## src/rtl/regf_wb_sched_if.sv

```systemverilog
// Issue, write-back and register-file write port bundle for the write-back scheduler.
// The master modport drives requests; the slave modport is the scheduler.
interface regf_wb_sched_if #(
  parameter int unsigned REG_NUM   = 16,
  parameter int unsigned CPU_WIDTH = 32,
  parameter int unsigned ADDR_W    = 5
);
  logic                 issue_valid;
  logic                 issue_ready;
  logic [ADDR_W-1:0]    issue_rd;
  logic                 issue_rd_en;
  logic [ADDR_W-1:0]    issue_rs1;
  logic                 issue_rs1_en;
  logic [ADDR_W-1:0]    issue_rs2;
  logic                 issue_rs2_en;

  logic                 exu_valid;
  logic                 exu_ready;
  logic [ADDR_W-1:0]    exu_rd;
  logic [CPU_WIDTH-1:0] exu_data;

  logic                 lsu_valid;
  logic                 lsu_ready;
  logic [ADDR_W-1:0]    lsu_rd;
  logic [CPU_WIDTH-1:0] lsu_data;

  logic                 rf_wen;
  logic [ADDR_W-1:0]    rf_waddr;
  logic [CPU_WIDTH-1:0] rf_wdata;
  logic [REG_NUM-1:0]   sb_busy;

  modport master (
    output issue_valid, issue_rd, issue_rd_en, issue_rs1, issue_rs1_en, issue_rs2, issue_rs2_en,
    input  issue_ready,
    output exu_valid, exu_rd, exu_data,
    input  exu_ready,
    output lsu_valid, lsu_rd, lsu_data,
    input  lsu_ready,
    input  rf_wen, rf_waddr, rf_wdata, sb_busy
  );

  modport slave (
    input  issue_valid, issue_rd, issue_rd_en, issue_rs1, issue_rs1_en, issue_rs2, issue_rs2_en,
    output issue_ready,
    input  exu_valid, exu_rd, exu_data,
    output exu_ready,
    input  lsu_valid, lsu_rd, lsu_data,
    output lsu_ready,
    output rf_wen, rf_waddr, rf_wdata, sb_busy
  );
endinterface

```

## src/rtl/regf_wb_sched.sv

```systemverilog
// Write-back scheduler and scoreboard: round-robin EXU/LSU arbitration onto one registered
// regfile write port, with per-register pending bits gating instruction issue.
module regf_wb_sched #(
  parameter int unsigned REG_NUM   = 16,
  parameter int unsigned CPU_WIDTH = 32,
  parameter int unsigned ADDR_W    = 5
) (
  input  logic           clk,
  input  logic           rst,
  regf_wb_sched_if.slave bus
);

  typedef enum logic {RrExu, RrLsu} rr_e;

  rr_e                  rr_last_q, rr_last_d;
  logic [REG_NUM-1:0]   busy_q, busy_d;
  logic                 rf_wen_q, rf_wen_d;
  logic [ADDR_W-1:0]    rf_waddr_q, rf_waddr_d;
  logic [CPU_WIDTH-1:0] rf_wdata_q, rf_wdata_d;

  logic                 rs1_busy, rs2_busy, rd_busy, haz, issue_fire;
  logic                 exu_gnt, lsu_gnt, any_gnt, gnt_real;
  logic [ADDR_W-1:0]    gnt_rd;
  logic [CPU_WIDTH-1:0] gnt_data;

  // Null addresses (0 and >= REG_NUM) never match a loop index, so they never read busy.
  always_comb begin
    rs1_busy = 1'b0;
    rs2_busy = 1'b0;
    rd_busy  = 1'b0;
    for (int unsigned i = 1; i < REG_NUM; i++) begin
      if (bus.issue_rs1 == ADDR_W'(i)) rs1_busy = busy_q[i];
      if (bus.issue_rs2 == ADDR_W'(i)) rs2_busy = busy_q[i];
      if (bus.issue_rd  == ADDR_W'(i)) rd_busy  = busy_q[i];
    end
  end

  assign haz = (bus.issue_rs1_en & rs1_busy) | (bus.issue_rs2_en & rs2_busy) |
               (bus.issue_rd_en & rd_busy);
  assign bus.issue_ready = ~haz;
  assign issue_fire      = bus.issue_valid & ~haz;

  // On a tie, the requester not granted last time wins.
  assign exu_gnt  = bus.exu_valid & (~bus.lsu_valid | (rr_last_q == RrLsu));
  assign lsu_gnt  = bus.lsu_valid & ~exu_gnt;
  assign any_gnt  = exu_gnt | lsu_gnt;
  assign gnt_rd   = exu_gnt ? bus.exu_rd : bus.lsu_rd;
  assign gnt_data = exu_gnt ? bus.exu_data : bus.lsu_data;
  assign gnt_real = (gnt_rd != '0) && (32'(gnt_rd) < REG_NUM);

  assign bus.exu_ready = exu_gnt;
  assign bus.lsu_ready = lsu_gnt;

  always_comb begin
    rr_last_d  = rr_last_q;
    rf_wen_d   = 1'b0;
    rf_waddr_d = rf_waddr_q;
    rf_wdata_d = rf_wdata_q;
    if (any_gnt) begin
      rr_last_d  = exu_gnt ? RrExu : RrLsu;
      rf_wen_d   = gnt_real;
      rf_waddr_d = gnt_rd;
      rf_wdata_d = gnt_data;
    end
  end

  // Clear on the cycle the write is presented to the regfile; a same-cycle set wins.
  always_comb begin
    busy_d = busy_q;
    for (int unsigned i = 1; i < REG_NUM; i++) begin
      if (rf_wen_q && (rf_waddr_q == ADDR_W'(i))) busy_d[i] = 1'b0;
      if (issue_fire && bus.issue_rd_en && (bus.issue_rd == ADDR_W'(i))) busy_d[i] = 1'b1;
    end
    busy_d[0] = 1'b0;
  end

  always_ff @(posedge clk or negedge rst) begin
    if (!rst) begin
      rr_last_q  <= RrLsu;
      busy_q     <= '0;
      rf_wen_q   <= 1'b0;
      rf_waddr_q <= '0;
      rf_wdata_q <= '0;
    end else begin
      rr_last_q  <= rr_last_d;
      busy_q     <= busy_d;
      rf_wen_q   <= rf_wen_d;
      rf_waddr_q <= rf_waddr_d;
      rf_wdata_q <= rf_wdata_d;
    end
  end

  assign bus.rf_wen   = rf_wen_q;
  assign bus.rf_waddr = rf_waddr_q;
  assign bus.rf_wdata = rf_wdata_q;
  assign bus.sb_busy  = busy_q;

endmodule

```

## src/flat_wrapper.sv

```systemverilog
// flat-port wrapper written by rule: the top's interface ports become plain ports
module regf_wb_sched_flat 
#(
  parameter int unsigned REG_NUM   = 16,
  parameter int unsigned CPU_WIDTH = 32,
  parameter int unsigned ADDR_W    = 5
)
  (clk, rst, bus_issue_valid, bus_issue_rd, bus_issue_rd_en, bus_issue_rs1, bus_issue_rs1_en, bus_issue_rs2, bus_issue_rs2_en, bus_issue_ready, bus_exu_valid, bus_exu_rd, bus_exu_data, bus_exu_ready, bus_lsu_valid, bus_lsu_rd, bus_lsu_data, bus_lsu_ready, bus_rf_wen, bus_rf_waddr, bus_rf_wdata, bus_sb_busy);
  regf_wb_sched_if #(.REG_NUM(REG_NUM), .CPU_WIDTH(CPU_WIDTH), .ADDR_W(ADDR_W)) bus_i ();
  input  logic clk;
  input  logic rst;
  input wire logic [$bits(bus_i.issue_valid)-1:0] bus_issue_valid;
  input wire logic [$bits(bus_i.issue_rd)-1:0] bus_issue_rd;
  input wire logic [$bits(bus_i.issue_rd_en)-1:0] bus_issue_rd_en;
  input wire logic [$bits(bus_i.issue_rs1)-1:0] bus_issue_rs1;
  input wire logic [$bits(bus_i.issue_rs1_en)-1:0] bus_issue_rs1_en;
  input wire logic [$bits(bus_i.issue_rs2)-1:0] bus_issue_rs2;
  input wire logic [$bits(bus_i.issue_rs2_en)-1:0] bus_issue_rs2_en;
  output wire logic [$bits(bus_i.issue_ready)-1:0] bus_issue_ready;
  input wire logic [$bits(bus_i.exu_valid)-1:0] bus_exu_valid;
  input wire logic [$bits(bus_i.exu_rd)-1:0] bus_exu_rd;
  input wire logic [$bits(bus_i.exu_data)-1:0] bus_exu_data;
  output wire logic [$bits(bus_i.exu_ready)-1:0] bus_exu_ready;
  input wire logic [$bits(bus_i.lsu_valid)-1:0] bus_lsu_valid;
  input wire logic [$bits(bus_i.lsu_rd)-1:0] bus_lsu_rd;
  input wire logic [$bits(bus_i.lsu_data)-1:0] bus_lsu_data;
  output wire logic [$bits(bus_i.lsu_ready)-1:0] bus_lsu_ready;
  output wire logic [$bits(bus_i.rf_wen)-1:0] bus_rf_wen;
  output wire logic [$bits(bus_i.rf_waddr)-1:0] bus_rf_waddr;
  output wire logic [$bits(bus_i.rf_wdata)-1:0] bus_rf_wdata;
  output wire logic [$bits(bus_i.sb_busy)-1:0] bus_sb_busy;
  assign bus_i.issue_valid = bus_issue_valid;
  assign bus_i.issue_rd = bus_issue_rd;
  assign bus_i.issue_rd_en = bus_issue_rd_en;
  assign bus_i.issue_rs1 = bus_issue_rs1;
  assign bus_i.issue_rs1_en = bus_issue_rs1_en;
  assign bus_i.issue_rs2 = bus_issue_rs2;
  assign bus_i.issue_rs2_en = bus_issue_rs2_en;
  assign bus_issue_ready = bus_i.issue_ready;
  assign bus_i.exu_valid = bus_exu_valid;
  assign bus_i.exu_rd = bus_exu_rd;
  assign bus_i.exu_data = bus_exu_data;
  assign bus_exu_ready = bus_i.exu_ready;
  assign bus_i.lsu_valid = bus_lsu_valid;
  assign bus_i.lsu_rd = bus_lsu_rd;
  assign bus_i.lsu_data = bus_lsu_data;
  assign bus_lsu_ready = bus_i.lsu_ready;
  assign bus_rf_wen = bus_i.rf_wen;
  assign bus_rf_waddr = bus_i.rf_waddr;
  assign bus_rf_wdata = bus_i.rf_wdata;
  assign bus_sb_busy = bus_i.sb_busy;
  regf_wb_sched #(.REG_NUM(REG_NUM), .CPU_WIDTH(CPU_WIDTH), .ADDR_W(ADDR_W)) u_core (.clk(clk), .rst(rst), .bus(bus_i));
endmodule
```

## config.mk

```make
export PLATFORM = sky130hd
export DESIGN_NAME = regf_wb_sched_flat
export DESIGN_NICKNAME = d
export VERILOG_FILES = /design/src/rtl/regf_wb_sched_if.sv /design/src/rtl/regf_wb_sched.sv /design/src/flat_wrapper.sv
export SDC_FILE = /design/constraint.sdc
export NUM_CORES = 1
export LEC_CHECK = 0
export ABC_CLOCK_PERIOD_IN_PS = 3700
export BUFFER_PORTS_ARGS = -buffer_cell sky130_fd_sc_hd__buf_2
export CAP_MARGIN = 0
export CORE_MARGIN = 1.5
export CORE_UTILIZATION = 35
export DETAILED_ROUTE_END_ITERATION = 8
export PLACE_DENSITY = 0.67
export SLEW_MARGIN = 40
export SYNTH_ARGS = -nofsm -noshare
export SYNTH_HDL_FRONTEND = slang
export SYNTH_SLANG_ARGS = --single-unit
```

## constraint.sdc

```tcl
create_clock -name clk -period 3.7 [get_ports clk]
set_clock_uncertainty 0.15 [all_clocks]
set_input_delay 0.37 -clock clk [delete_from_list [all_inputs] [get_ports clk]]
set_output_delay 0.37 -clock clk [all_outputs]
set_load 0.005 [all_outputs]
```

==> impl_metrics.yaml <==
status:
  result_of_the_run: "finished clean"
power_and_ir_drop:
  power.ir.vdd_worst_mv: 0.184
  finalPower_mw: 1.84
  power.density_cell_area_nw_per_um2: 452
  cellLeakagePower_nw: 1.91
cts:
  cts-resized-gates: 0
  cts.hold.buffers_added: 1
  tritoncts_num_sinks: 54
  clk_transition_reported_paths_ps: 100
  worst_skew_pair.late_latency_ps: 310
  clk_path_buf_depth: 2
  tritoncts: "done"
  cts_setup_buffers: 0
  ctsHtreeMaxLevel: 2
  cts-root-buf: "clkbuf_8"
  number_of_buffers_added_by_the_clock_tree_synthesis_step: 5
timing:
  final-max-slew-violation-count: 0
  period_minus_slack_ps: 2820
  unrepaired_setup_endpoints_after_global_routing: "no"
  setup_tns_ps: 0
  slew_headroom_pct: 54.0
  final_number_of_setup_violating_endpoints: 0
  finalHoldViolCount: 0
  slew_of_the_pin_with_the_lowest_slew_margin_ps: 690
  clock.fmax_mhz: 355
  fin_crit_sh_pct: 76.1
layout:
  finalNetCount: 568
  post_route_core_utilization_pct: 46.6
  count_of_inserted_antenna_diode_cells: 0
  area_growth_syn_to_layout_pct: 28.8
  n_fill_cell: 850
  post_route_cells_drive_above_1_share_pct: 38.8
  final_area_um2: 4060
logic_synthesis:
  postSynthNetCount: 427
  synth.lib_cells_used.distinct: 54
  netlist_instances: 330
  top_flip_flop_cell_by_instance_count_after_synthesis: "dfrtp_1"
  netlist_area_um2: 3160
  synth_seq_cells: 54
  area_leader_netlist: "dfrtp_1"
  synth-seq-area-share_pct: 42.9
  async_flop_share_pct: 100
  synth_top_cells_by_area: "dfrtp_1 (42%), mux2i_1 (13%), a21oi_1 (7.1%), nor2_1 (5.8%), o41ai_1 (3.6%)"
  yosysWarningCount: 0
  synth.avg_cell_area_um2: 9.56
  synth_top_cell_area_share_pct: 42.0
  post_synth_edffs: 0
critical_path:
  path_class: "register to output port"
  crit_path_max_fanout: 16
  worst_r2r_endpoint: "u_core.bus.sb_busy[6]$_DFFE_PN0P_"
  worstRegToRegCells: 6
  worstPathRequired_ps: 3180
  critPathCaptureType: "output port"
  worst_ep_arrival_time_ps: 2300
  reg2reg_slack_ps: 1370
  reg_to_reg_startpoint: "u_core.bus.sb_busy[15]$_DFFE_PN0P_"
  critPathLaunchType: "register"
detailed_routing:
  drt-initial-drc-count: 139
  drt_first_pass_iters: 4
  post-route-drc-count: 0
  final_antenna_net_count: 0
  route.vias.total: 3109
  avgViaCountPerCell: 5.36
  wl_per_cell_um: 15.8
  totalWireLength_um: 9140
placement:
  port_buffers: 152
  post-dp-hpwl_um: 6800
  total_cell_area_at_the_placement_stage_um2: 3960
  finalWeightedCongestion: 0.889
grt:
  antenna_violations_before_repair: 0
  via_count_of_the_first_global_routing_pass: 3133
  grt_pass1_wl_um: 15000
  grtUsageTotal_pct: 19.2
  remaining_overflow_grt: 0
  grt_max_degree: 50
min_path:
  holdCritStartpoint: "bus_exu_valid"
  hold-path-endpoint: "u_core.rr_last_q$_DFFE_PN1P_"
  worstHoldPathType: "input pin to register"
  min_delay_path_depth: 2
floorplan:
  dieHeight_um: 98.0
  core.rowCount: 34
  floorplan.die.width_um: 98.0
  dieArea_um2: 9590
  io_pins: 154
  start_util_pct: 36.2
  core_area_um2: 8720
job:
  count_of_maximum_capacitance_violations: 0
how the worst max path moves through the flow:
stage	start	end	slack, ps	cells past startpoint
2_1_floorplan	bus_issue_rs1[0]	bus_issue_ready	1370	8
3_3_place_gp	bus_issue_rd[1]	bus_issue_ready	1100	8
3_5_place_dp	bus_issue_rd[1]	bus_issue_ready	1050	8
4_1_cts	u_core.bus.sb_busy[14]$_DFFE_PN0P_	bus_issue_ready	900	7
5_1_grt	u_core.bus.sb_busy[14]$_DFFE_PN0P_	bus_issue_ready	760	7
6_report	u_core.bus.sb_busy[14]$_DFFE_PN0P_	bus_issue_ready	880	7
worst max-delay path, cell delays in order (launching register included):
cell and delay, ps:
dfrtp_1 470, nand2b_1 160, a21oi_1 70, a211o_1 280, a21o_1 180, o311ai_4 570
nor2_1 100, buf_2 160
per-stage QoR:
stage                     hold WS (ps)  cells  setup slack, ps
final                             72.0    580              884
after global routing              83.5    580              756
after CTS                         60.9    580              900
after detailed placement           310    571             1050
after global placement             314    571             1100
after floorplan                  -75.6    330             1370
per-layer routing:
metal / track usage, % / share of wire, %
met1: 22.5 / 40
met2: 33.2 / 49
met3: 4.87 / 9.3
met4: 8.02 / 2.1
met5: 0 / 0
state kept, by name, summed over array words and instances (netlist names):
register             cells
u_core.bus.rf_waddr      5
u_core.bus.rf_wdata     32
u_core.bus.rf_wen        1
u_core.bus.sb_busy      15
u_core.rr_last_q         1
logic make-up after synthesis:
| logic type | Yosys count | synth area share [%] |
|---|---|---|
| other | 1 | 0.119 |
| AOI/OAI and AO/OA | 100 | 20.4 |
| DFF | 54 | 42.9 |
| buffers and inverters | 28 | 4.44 |
| and+or+nand+nor | 97 | 15.5 |
| muxes | 50 | 16.7 |
report_power, final:
part           leakage (nW)  internal (mW)  switching, mW
Combinational          1.26          0.307          0.285
Sequential            0.597          0.719          0.176
Clock                0.0472          0.151          0.197
Total                  1.91           1.18          0.658
final cells by class:
| cell class | instances | area [µm²] | share of cell area [%] |
|---|---|---|---|
| Multi-Input combinational cell | 248 | 1670 | 41.0 |
| Sequential cell | 54 | 1350 | 33.3 |
| Timing Repair Buffer | 156 | 793 | 19.5 |
| Tap cell | 108 | 135 | 3.33 |
| Clock buffer | 6 | 82.6 | 2.03 |
| Inverter | 6 | 22.5 | 0.554 |
| Clock inverter | 2 | 12.5 | 0.308 |
cell usage after synthesis, drive strengths merged, types with 2 or more instances:
cell type / count
a211o: 2
nand4b: 5
mux2: 8
a22oi: 3
or2: 2
nand3b: 2
inv: 6
nor2: 49
nor2b: 3
nand2: 9
a211oi: 2
nand3: 6
clkbuf: 10
or3: 3
nand2b: 7
o21ai: 23
dfrtp: 53
buf: 12
mux2i: 41
a21oi: 45
o41ai: 13
cell usage in the layout (no fill, tap or decap), types with 2 or more instances in the layout:
master and n:
or3_1 3, nand2_2 2, o41ai_1 13, mux2_2 7
nor2b_1 3, a21oi_1 45, clkbuf_8 6, mux2i_1 41
o21ai_0 22, nand3_1 6, buf_4 3, nand3b_1 2
nor2_1 49, a22oi_1 3, dfrtp_1 53, nand2b_1 7
or2_2 2, a211o_1 2, inv_1 6, nand4b_1 5
nand2_1 7, buf_2 152
Power figures use the tool's default switching activity.
